[config.mk]
export PLATFORM = sky130hd
export DESIGN_NAME = keypad_scanner_flat
export DESIGN_NICKNAME = d
export VERILOG_FILES = /design/src/rtl/keypad_scanner_if.sv /design/src/rtl/keypad_scanner.sv /design/src/flat_wrapper.sv
export SDC_FILE = /design/constraint.sdc
export NUM_CORES = 1
export LEC_CHECK = 0
export ABC_AREA = 1
export CELL_PAD_IN_SITES_DETAIL_PLACEMENT = 2
export CELL_PAD_IN_SITES_GLOBAL_PLACEMENT = 2
export CORE_ASPECT_RATIO = 1.75
export CORE_MARGIN = 8
export CORE_UTILIZATION = 35
export CTS_CLUSTER_SIZE = 12
export DETAILED_ROUTE_END_ITERATION = 7
export DONT_BUFFER_PORTS = 1
export PLACE_DENSITY = 0.75
export SYNTH_ARGS = -nofsm -noshare
export SYNTH_HDL_FRONTEND = slang
export SYNTH_SLANG_ARGS = --single-unit
[constraint.sdc]
create_clock -name clk -period 1.62 [get_ports clk]
set_input_delay 0.324 -clock clk [delete_from_list [all_inputs] [get_ports clk]]
set_output_delay 0.324 -clock clk [all_outputs]
set_load 0.1 [all_outputs]
[src/rtl/keypad_scanner_if.sv]
// rtl/keypad_scanner_if.sv - keypad matrix lines and key-code outputs of keypad_scanner
interface keypad_scanner_if;
  logic [3:0] rows;
  logic [3:0] cols;
  logic [7:0] key_out;
  logic       key_valid;
  logic       key_held;

  modport master (input rows, output cols, output key_out, output key_valid, output key_held);
  modport slave  (output rows, input cols, input key_out, input key_valid, input key_held);
endinterface

[src/rtl/keypad_scanner.sv]
// rtl/keypad_scanner.sv - 4x4 keypad scanner with debounce; KEYPAD_SCAN_REPEAT_EN adds auto-repeat
// Emits {row one-hot, column one-hot} with a one-cycle key_valid per accepted press.
module keypad_scanner #(
  parameter int SCAN_DIV        = 4,
  parameter int DEBOUNCE_CYCLES = 8,
  parameter int REPEAT_CYCLES   = 32
) (
  input  logic             clk,
  input  logic             reset,
  keypad_scanner_if.master kp
);
  localparam int MAX_SD = (SCAN_DIV > DEBOUNCE_CYCLES) ? SCAN_DIV : DEBOUNCE_CYCLES;
  localparam int MAX_P  = (MAX_SD > REPEAT_CYCLES) ? MAX_SD : REPEAT_CYCLES;
  localparam int CW     = $clog2(MAX_P);

  typedef enum logic [1:0] {SCAN, PRESS_DB, HELD, REL_DB} state_t;

  state_t        state, state_nx;
  logic [3:0]    sync1, sync2, rs;
  logic [1:0]    ci;
  logic [3:0]    cols_q;
  logic [CW-1:0] cnt;
  logic [7:0]    cand, key_out_q;
  logic          key_valid_q, key_held_q;
  logic          rs_onehot, row_on, row_eq, dwell_end, deb_end;
  logic          ci_adv, cand_load, accept, rep_fire;

  assign rs        = ~sync2;
  assign rs_onehot = (rs != 4'd0) && ((rs & (rs - 4'd1)) == 4'd0);
  assign row_on    = |(rs & cand[7:4]);
  assign row_eq    = (rs == cand[7:4]);
  assign dwell_end = (cnt == CW'(SCAN_DIV - 1));
  assign deb_end   = (cnt == CW'(DEBOUNCE_CYCLES - 1));

  always_ff @(posedge clk or negedge reset) begin
    if (!reset) state <= SCAN;
    else        state <= state_nx;
  end

  always_comb begin
    state_nx = state;
    case (state)
      SCAN:     if (dwell_end && rs_onehot) state_nx = PRESS_DB;
      PRESS_DB: if (!row_eq) state_nx = SCAN;
                else if (deb_end) state_nx = HELD;
      HELD:     if (!row_on) state_nx = REL_DB;
      REL_DB:   if (row_on) state_nx = HELD;
                else if (deb_end) state_nx = SCAN;
      default:  state_nx = SCAN;
    endcase
  end

  always_comb begin
    ci_adv    = 1'b0;
    cand_load = 1'b0;
    accept    = 1'b0;
    case (state)
      SCAN: if (dwell_end) begin
        if (rs_onehot) cand_load = 1'b1;
        else           ci_adv    = 1'b1;
      end
      PRESS_DB: if (!row_eq) ci_adv = 1'b1;
                else if (deb_end) accept = 1'b1;
      REL_DB:   if (!row_on && deb_end) ci_adv = 1'b1;
      default: ;
    endcase
  end

`ifdef KEYPAD_SCAN_REPEAT_EN
  logic [CW-1:0] rep_cnt;
  assign rep_fire = (state == HELD) && row_on && (rep_cnt == CW'(REPEAT_CYCLES - 1));

  // Held at zero outside HELD, so both HELD entry and a REL_DB bounce restart the period.
  always_ff @(posedge clk or negedge reset) begin
    if (!reset)                                        rep_cnt <= '0;
    else if (state != HELD || state_nx != HELD || rep_fire) rep_cnt <= '0;
    else                                               rep_cnt <= rep_cnt + CW'(1);
  end
`else
  assign rep_fire = 1'b0;
`endif

  always_ff @(posedge clk or negedge reset) begin
    if (!reset) begin
      sync1       <= 4'hF;
      sync2       <= 4'hF;
      ci          <= 2'd0;
      cols_q      <= 4'b1110;
      cnt         <= '0;
      cand        <= 8'h00;
      key_out_q   <= 8'h00;
      key_valid_q <= 1'b0;
      key_held_q  <= 1'b0;
    end else begin
      sync1 <= kp.rows;
      sync2 <= sync1;
      if (ci_adv) begin
        ci     <= ci + 2'd1;
        cols_q <= ~(4'b0001 << (ci + 2'd1));
      end
      // Every state entry and every dwell wrap restarts the shared counter.
      if (state_nx != state || (state == SCAN && dwell_end)) cnt <= '0;
      else if (state != HELD)                                cnt <= cnt + CW'(1);
      if (cand_load) cand <= {rs, 4'b0001 << ci};
      if (accept)    key_out_q <= cand;
      key_valid_q <= accept | rep_fire;
      key_held_q  <= (state_nx == HELD) || (state_nx == REL_DB);
    end
  end

  assign kp.cols      = cols_q;
  assign kp.key_out   = key_out_q;
  assign kp.key_valid = key_valid_q;
  assign kp.key_held  = key_held_q;
endmodule

[src/flat_wrapper.sv]
// flat-port wrapper written by rule: the top's interface ports become plain ports
module keypad_scanner_flat 
#(
  parameter int SCAN_DIV        = 4,
  parameter int DEBOUNCE_CYCLES = 8,
  parameter int REPEAT_CYCLES   = 32
)
  (clk, reset, kp_rows, kp_cols, kp_key_out, kp_key_valid, kp_key_held);
  keypad_scanner_if kp_i ();
  input  logic clk;
  input  logic reset;
  input wire logic [$bits(kp_i.rows)-1:0] kp_rows;
  output wire logic [$bits(kp_i.cols)-1:0] kp_cols;
  output wire logic [$bits(kp_i.key_out)-1:0] kp_key_out;
  output wire logic [$bits(kp_i.key_valid)-1:0] kp_key_valid;
  output wire logic [$bits(kp_i.key_held)-1:0] kp_key_held;
  assign kp_i.rows = kp_rows;
  assign kp_cols = kp_i.cols;
  assign kp_key_out = kp_i.key_out;
  assign kp_key_valid = kp_i.key_valid;
  assign kp_key_held = kp_i.key_held;
  keypad_scanner #(.SCAN_DIV(SCAN_DIV), .DEBOUNCE_CYCLES(DEBOUNCE_CYCLES), .REPEAT_CYCLES(REPEAT_CYCLES)) u_core (.clk(clk), .reset(reset), .kp(kp_i));
endmodule
---- Word-level counts from Yosys, hierarchy flattened ----
Cells that the tools add are included.
storage, ports and cells
  logic and storage cells ................. 61
  register bits after elaboration ......... 39
  output and inout port bits .............. 14
cells by class
  mux-type cells .......................... 20
  bitwise logic cells ..................... 4
  shift-type cells ........................ 2
  reduce and logical (&&, ||, !) cells .... 12
  add/subtract/negate cells ............... 3
  eq/ne operators ......................... 10
operators by type and width
  kind                 count
  $mux 2               6
  $mux 1               10
  $mux 5               2
  $and 4x4->4          2
  $eq 2x2->1 const B   4
  $not 4->4            2
  $pmux 2 s4           1
  $shl 1x2->4 const A  2
  $add 5x1->5 const B  1
  $eq 5x2->1 const B   1
  $eq 5x3->1 const B   1
  $eq 4x4->1           1
  $logic_and 1x1->1    4
  $logic_not 4->1      1
  $reduce_bool 4->1    1
  $reduce_or 4->1      1
  $sub 4x1->4 const B  1
  $pmux 1 s3           1
  $add 2x1->2 const B  1
  $eq 2x1->1 const B   1
  $logic_not 2->1      1
  $logic_or 1x1->1     2
  $ne 2x2->1           1
  $ne 2x2->1 const B   1
  2 further kinds      2

---- Longest topological paths before layout ----
  word-level depth ........................ 11
  gate-level depth with buffers ........... 10
  mapped depth without buffers ............ 10

---- Least setup slack after synthesis ----
OpenSTA, ideal clock, no wires.
  path type ............................... flip-flop to flip-flop
  start point ............................. register u_core.sync2[1]
  end point ............................... register u_core.cnt[0]
  data arrival time ....................... 1.497 ns
  cell stages (with the launch flop) ...... 11
  data required time ...................... 1.500 ns
  setup time .............................. 0.120 ns
  setup slack ............................. 0.003 ns
  clock period less this slack ............ 1.617 ns
  cell sequence ........................... dfstp_2 -> inv_1 -> ha_1 -> nor2_1 -> nand2_1 -> nor2_2 -> nand2_2 -> o21ai_0 -> nor2_1 -> nand3_2 -> nor2_1
between the ends
  longest elaborated chain between the ends .. 11
  elaborated cells between the ends (all ways) .. 19
ends and longest elaborated chain
  what                                                RTL line               RTL
  from (decl)                                         keypad_scanner.sv:19   logic [3:0] sync1, sync2, rs;
  from (signal assigned)                              keypad_scanner.sv:96   sync2 <= sync1;
  $not 4->4 *                                         keypad_scanner.sv:28   assign rs = ~sync2;
  named net u_core.rs[1]                              keypad_scanner.sv:19
  $sub 4x1->4                                         keypad_scanner.sv:29   assign rs_onehot = (rs != 4'd0) && ((rs & (rs - 4'd1)) == 4'd0);
  $and 4x4->4                                         keypad_scanner.sv:29
  $logic_not 4->1                                     keypad_scanner.sv:29
  $logic_and 1x1->1                                   keypad_scanner.sv:29
  $logic_and 1x1->1                                   keypad_scanner.sv:43   SCAN: if (dwell_end && rs_onehot) state_nx = PRESS_DB;
  $mux 2                                              keypad_scanner.sv:43
  $pmux 2 s4 *                                        keypad_scanner.sv:42   case (state)
  $ne 2x2->1 *                                        keypad_scanner.sv:102  if (state_nx != state || (state == SCAN && dwell_end)) cnt <= '0;
  $logic_or 1x1->1 *                                  keypad_scanner.sv:102
  $mux 5 / $reduce_bool 2->1 (equally long branches)  --
  to (signal assigned)                                keypad_scanner.sv:103  else if (state != HELD) cnt <= cnt + CW'(1);
  to (decl)                                           keypad_scanner.sv:22   logic [CW-1:0] cnt;
Mark *: on every way through the listed nets, which the timed path passes. The rest lies on a longest branch.
A chain may end at the register's enable or synchronous reset.

---- Worst setup path after layout ----
  start point ............................. register u_core.sync2[3]
  end point ............................... register u_core.cnt[2]
Same word-level chain as after synthesis.

==> impl_metrics.py <==
metrics = {
    "routing": {
        "routed_via_density": 4.893,
        "dr.pass1.iters": 4,
        "drtAntennaViolNets": 0,
        "dr.first_iter.drc_count": 17,
        "vias": 1419,
        "wirelength_um": 5570,
        "drcViolationCount": 0,
        "wl_per_cell_um": 19.21,
    },
    "timing": {
        "finalSetupViolations": 13,
        "setup_ws_ns": -0.1520,
        "hold_viol_final": 0,
        "max_freq_ghz": 0.5643,
        "slew_headroom_pct": 65.61,
        "fin_skew_ns": 0.01186,
        "finalCriticalPeriod_ns": 1.772,
        "rsz0062_at_grt": "true",
        "fin_crit_sh_pct": 109.4,
        "slew_viol_final": 0,
        "worst_slew_pin_slew_ns": 0.5159,
        "holdWs_ns": 0.01901,
    },
    "power_and_ir_drop": {
        "internal_power_w": 0.002331,
        "ir_drop_mv": 1.263,
        "sequentialPowerShare_pct": 41.1,
        "switching_power_w": 0.001945,
        "power_density_nw_per_um2": 1739,
        "p_clk_share_pct": 15.3,
        "p_comb_share_pct": 43.5,
        "p_sw_share_pct": 45.49,
        "leakagePower_nw": 1.250,
    },
    "yosys": {
        "syn-num-nets": 211,
        "synth.distinct_cells": 21,
        "synth_largest_area_cell": "dfrtp_1",
        "syn_area_per_cell_um2": 9.462,
        "yosysTopAreaCellShare_pct": 38.57,
        "synthFlopType": "dfrtp_1",
        "async_flop_share_pct": 100.0,
        "synthCells": 192,
        "synthTopCellsByArea": "dfrtp_1 39%, dfstp_2 16%, nand2_1 11%, ha_1 9.0%, inv_1 5.2%",
        "synth_commonest_cells": "53 x nand2_1, 28 x dfrtp_1, 25 x inv_1",
        "yosysWarnings": 0,
        "synth_edf_count": 0,
        "seq_area_frac_synth_pct": 54.48,
        "syn_area_um2": 1817,
        "yosysMostFrequentCell": "nand2_1",
        "ys_ff_latch": 39,
    },
    "floorplanning": {
        "initial_core_util_pct": 36.50,
        "die_w_um": 70.46,
        "fp.coreArea_um2": 4977,
        "io-pin-count": 20,
        "die-height_um": 111.3,
        "dieArea_um2": 7843,
        "fp-row-count": 34,
    },
    "status": {
        "status": "finished, violations left",
        "violations": "negative setup slack",
    },
    "worst_setup_path": {
        "crit_chain": "inv_2 > ha_4 > nor2_4 > nand2_4 > buf_6 > nor2_4 > nand2_2 > nand4_1 > nand3_2 > nor2_2",
        "crit_family": "simple AND/OR/NAND/NOR gates",
        "crit_fanout": 5,
        "cp_slowest_cell": "dfstp_2",
        "worstPathRequired_ns": 1.85,
        "worst-path-buf-inv": 2,
        "worstSetupPathType": "reg2reg",
        "worstPathArrival_ns": 2.00,
        "crit_path_max_incr_delay_ns": 0.55,
        "crit_top_cell": "nor2_4",
        "critPathCaptureType": "flop",
        "crit_path_start_kind": "flop",
    },
    "grt": {
        "antenna_found_initial": 0,
        "track_usage_pct": 14.21,
        "gr-max-usage-layer": "met2",
        "use_met1_pct": 12.69,
        "grt_pass1_wl_um": 8776,
        "grt_util_met3_pct": 4.032,
        "grt_max_degree": 40,
        "grt_pass1_vias": 1770,
        "overflow": 0,
        "use_met2_pct": 27.85,
    },
    "clocking": {
        "cts_max_path_buffers": 2,
        "htree_levels": 2,
        "cts-root-buf": "clkbuf_8",
        "clock-sinks": 39,
        "path_clk_slew_ns": 0.07,
        "numCtsBuffers": 5,
        "cts_tree": "done",
        "clk_latency_ns": 0.31,
    },
    "finish": {
        "multiInputGateArea_um2": 905.9,
        "final_util_pct": 49.40,
        "area_growth_pct": 35.33,
        "diodes": 0,
        "fillCellCount": 526,
        "final_layout_size_suffix_gt1_share_pct": 45.34,
        "seqCellArea_um2": 989.7,
        "fin_nets": 254,
    },
    "placed_design": {
        "portBuffers": 0,
        "routabilityCongestion": 0.7922,
        "dp_hpwl_um": 3814,
    },
    "hold_path": {
        "hp-class": "in2reg",
    },
    "flow_run": {
        "drv_cap": 0,
    },
}
final cells by class:
cell class	instances	area share, %
well taps	54	2.748
clock inverters	1	0.2545
clock buffers	7	3.104
multi-input cells	126	36.84
flip-flops and latches	39	40.25
inverters	25	3.817
repair buffers	38	12.98
registers in the layout (all words and copies together) (netlist names):
name and count:
u_core.cand 8, u_core.kp.key_held 1, u_core.sync2 4, u_core.cnt 5
u_core.state 2, u_core.kp.cols 4, u_core.kp.key_out 8, u_core.kp.key_valid 1
u_core.sync1 4, u_core.ci 2
through the flow:
stage          instance area (um^2)  cells  setup TNS, ns  power [W]  setup slack (ns)
2_1_floorplan                  1817    192              0   0.002626          0.002944
3_5_place_dp                   2087    274         -2.228   0.003151           -0.1772
5_1_grt                        2459    290         -2.208   0.004538           -0.2099
3_3_place_gp                   2087    274        -0.8777   0.002992          -0.06920
4_1_cts                        2359    288        -0.4929   0.004141          -0.07923
6_report                       2459    290         -1.045   0.004277           -0.1520
routing by layer:
layer  share of wire [%]  wire, um  up-vias
li1                    -         -      675
met1                  34      1891      714
met2                  60      3336       21
met3                 3.8       212        9
met4                 2.3       129        0
met5                   0         0        -
cells by family after synthesis:
kind of cell / count (synthesis) / share of synthesized area (%)
flops: 39 / 54.48
compound gates: 16 / 4.407
buf+inv: 27 / 6.405
simple gates: 93 / 23.83
xor+xnor: 4 / 1.928
fa+ha+maj: 13 / 8.953
repair_timing:
action,CTS,global route
pin swaps,18,16
resized for setup,30,30
hold buffers,2,0
buffers inserted,4,2
hold endpoints to repair,39,0
gates cloned,0,0
endpoints found under the setup margin,22,25
cells in the final DEF, fill, tap and decap left out, types with 3 or more instances in the layout:
cell and instances:
a21oi_1 5, buf_4 31, buf_6 5, clkbuf_8 5, dfrtp_1 28, dfstp_2 11
ha_1 8, ha_4 5, inv_1 20, inv_2 5, nand2_1 34, nand2_2 21
nand2_4 3, nand3_1 6, nor2_1 9, nor2_2 5, nor2_4 7, o21ai_1 8
xor2_1 4
path summary, 6_finish.rpt:
kind,start,end,slack (ns),depth (start not counted)
max in group asynchronous,reset,u_core.sync2[2],0.88,2
min in group asynchronous,reset,u_core.kp.key_out[6],0.48,2
min,kp_rows[3],u_core.sync1[3],0.02,0
min reg2reg,u_core.sync1[3],u_core.sync2[3],0.36,0
max,u_core.sync2[3],u_core.cnt[2],-0.15,10
max reg2reg,u_core.sync2[3],u_core.cnt[2],-0.15,10
power by group through the flow:
stage / clock [W] / sequential [W] / combinational [W]
detailed placement: 0 / 0.00175 / 0.00140
finish: 0.000656 / 0.00176 / 0.00186
CTS: 0.000668 / 0.00176 / 0.00171
global placement: 0 / 0.00173 / 0.00127
global route: 0.000710 / 0.00179 / 0.00204
floorplan: 0 / 0.00183 / 0.000797
No activity file was read; power rests on OpenSTA's default activity.
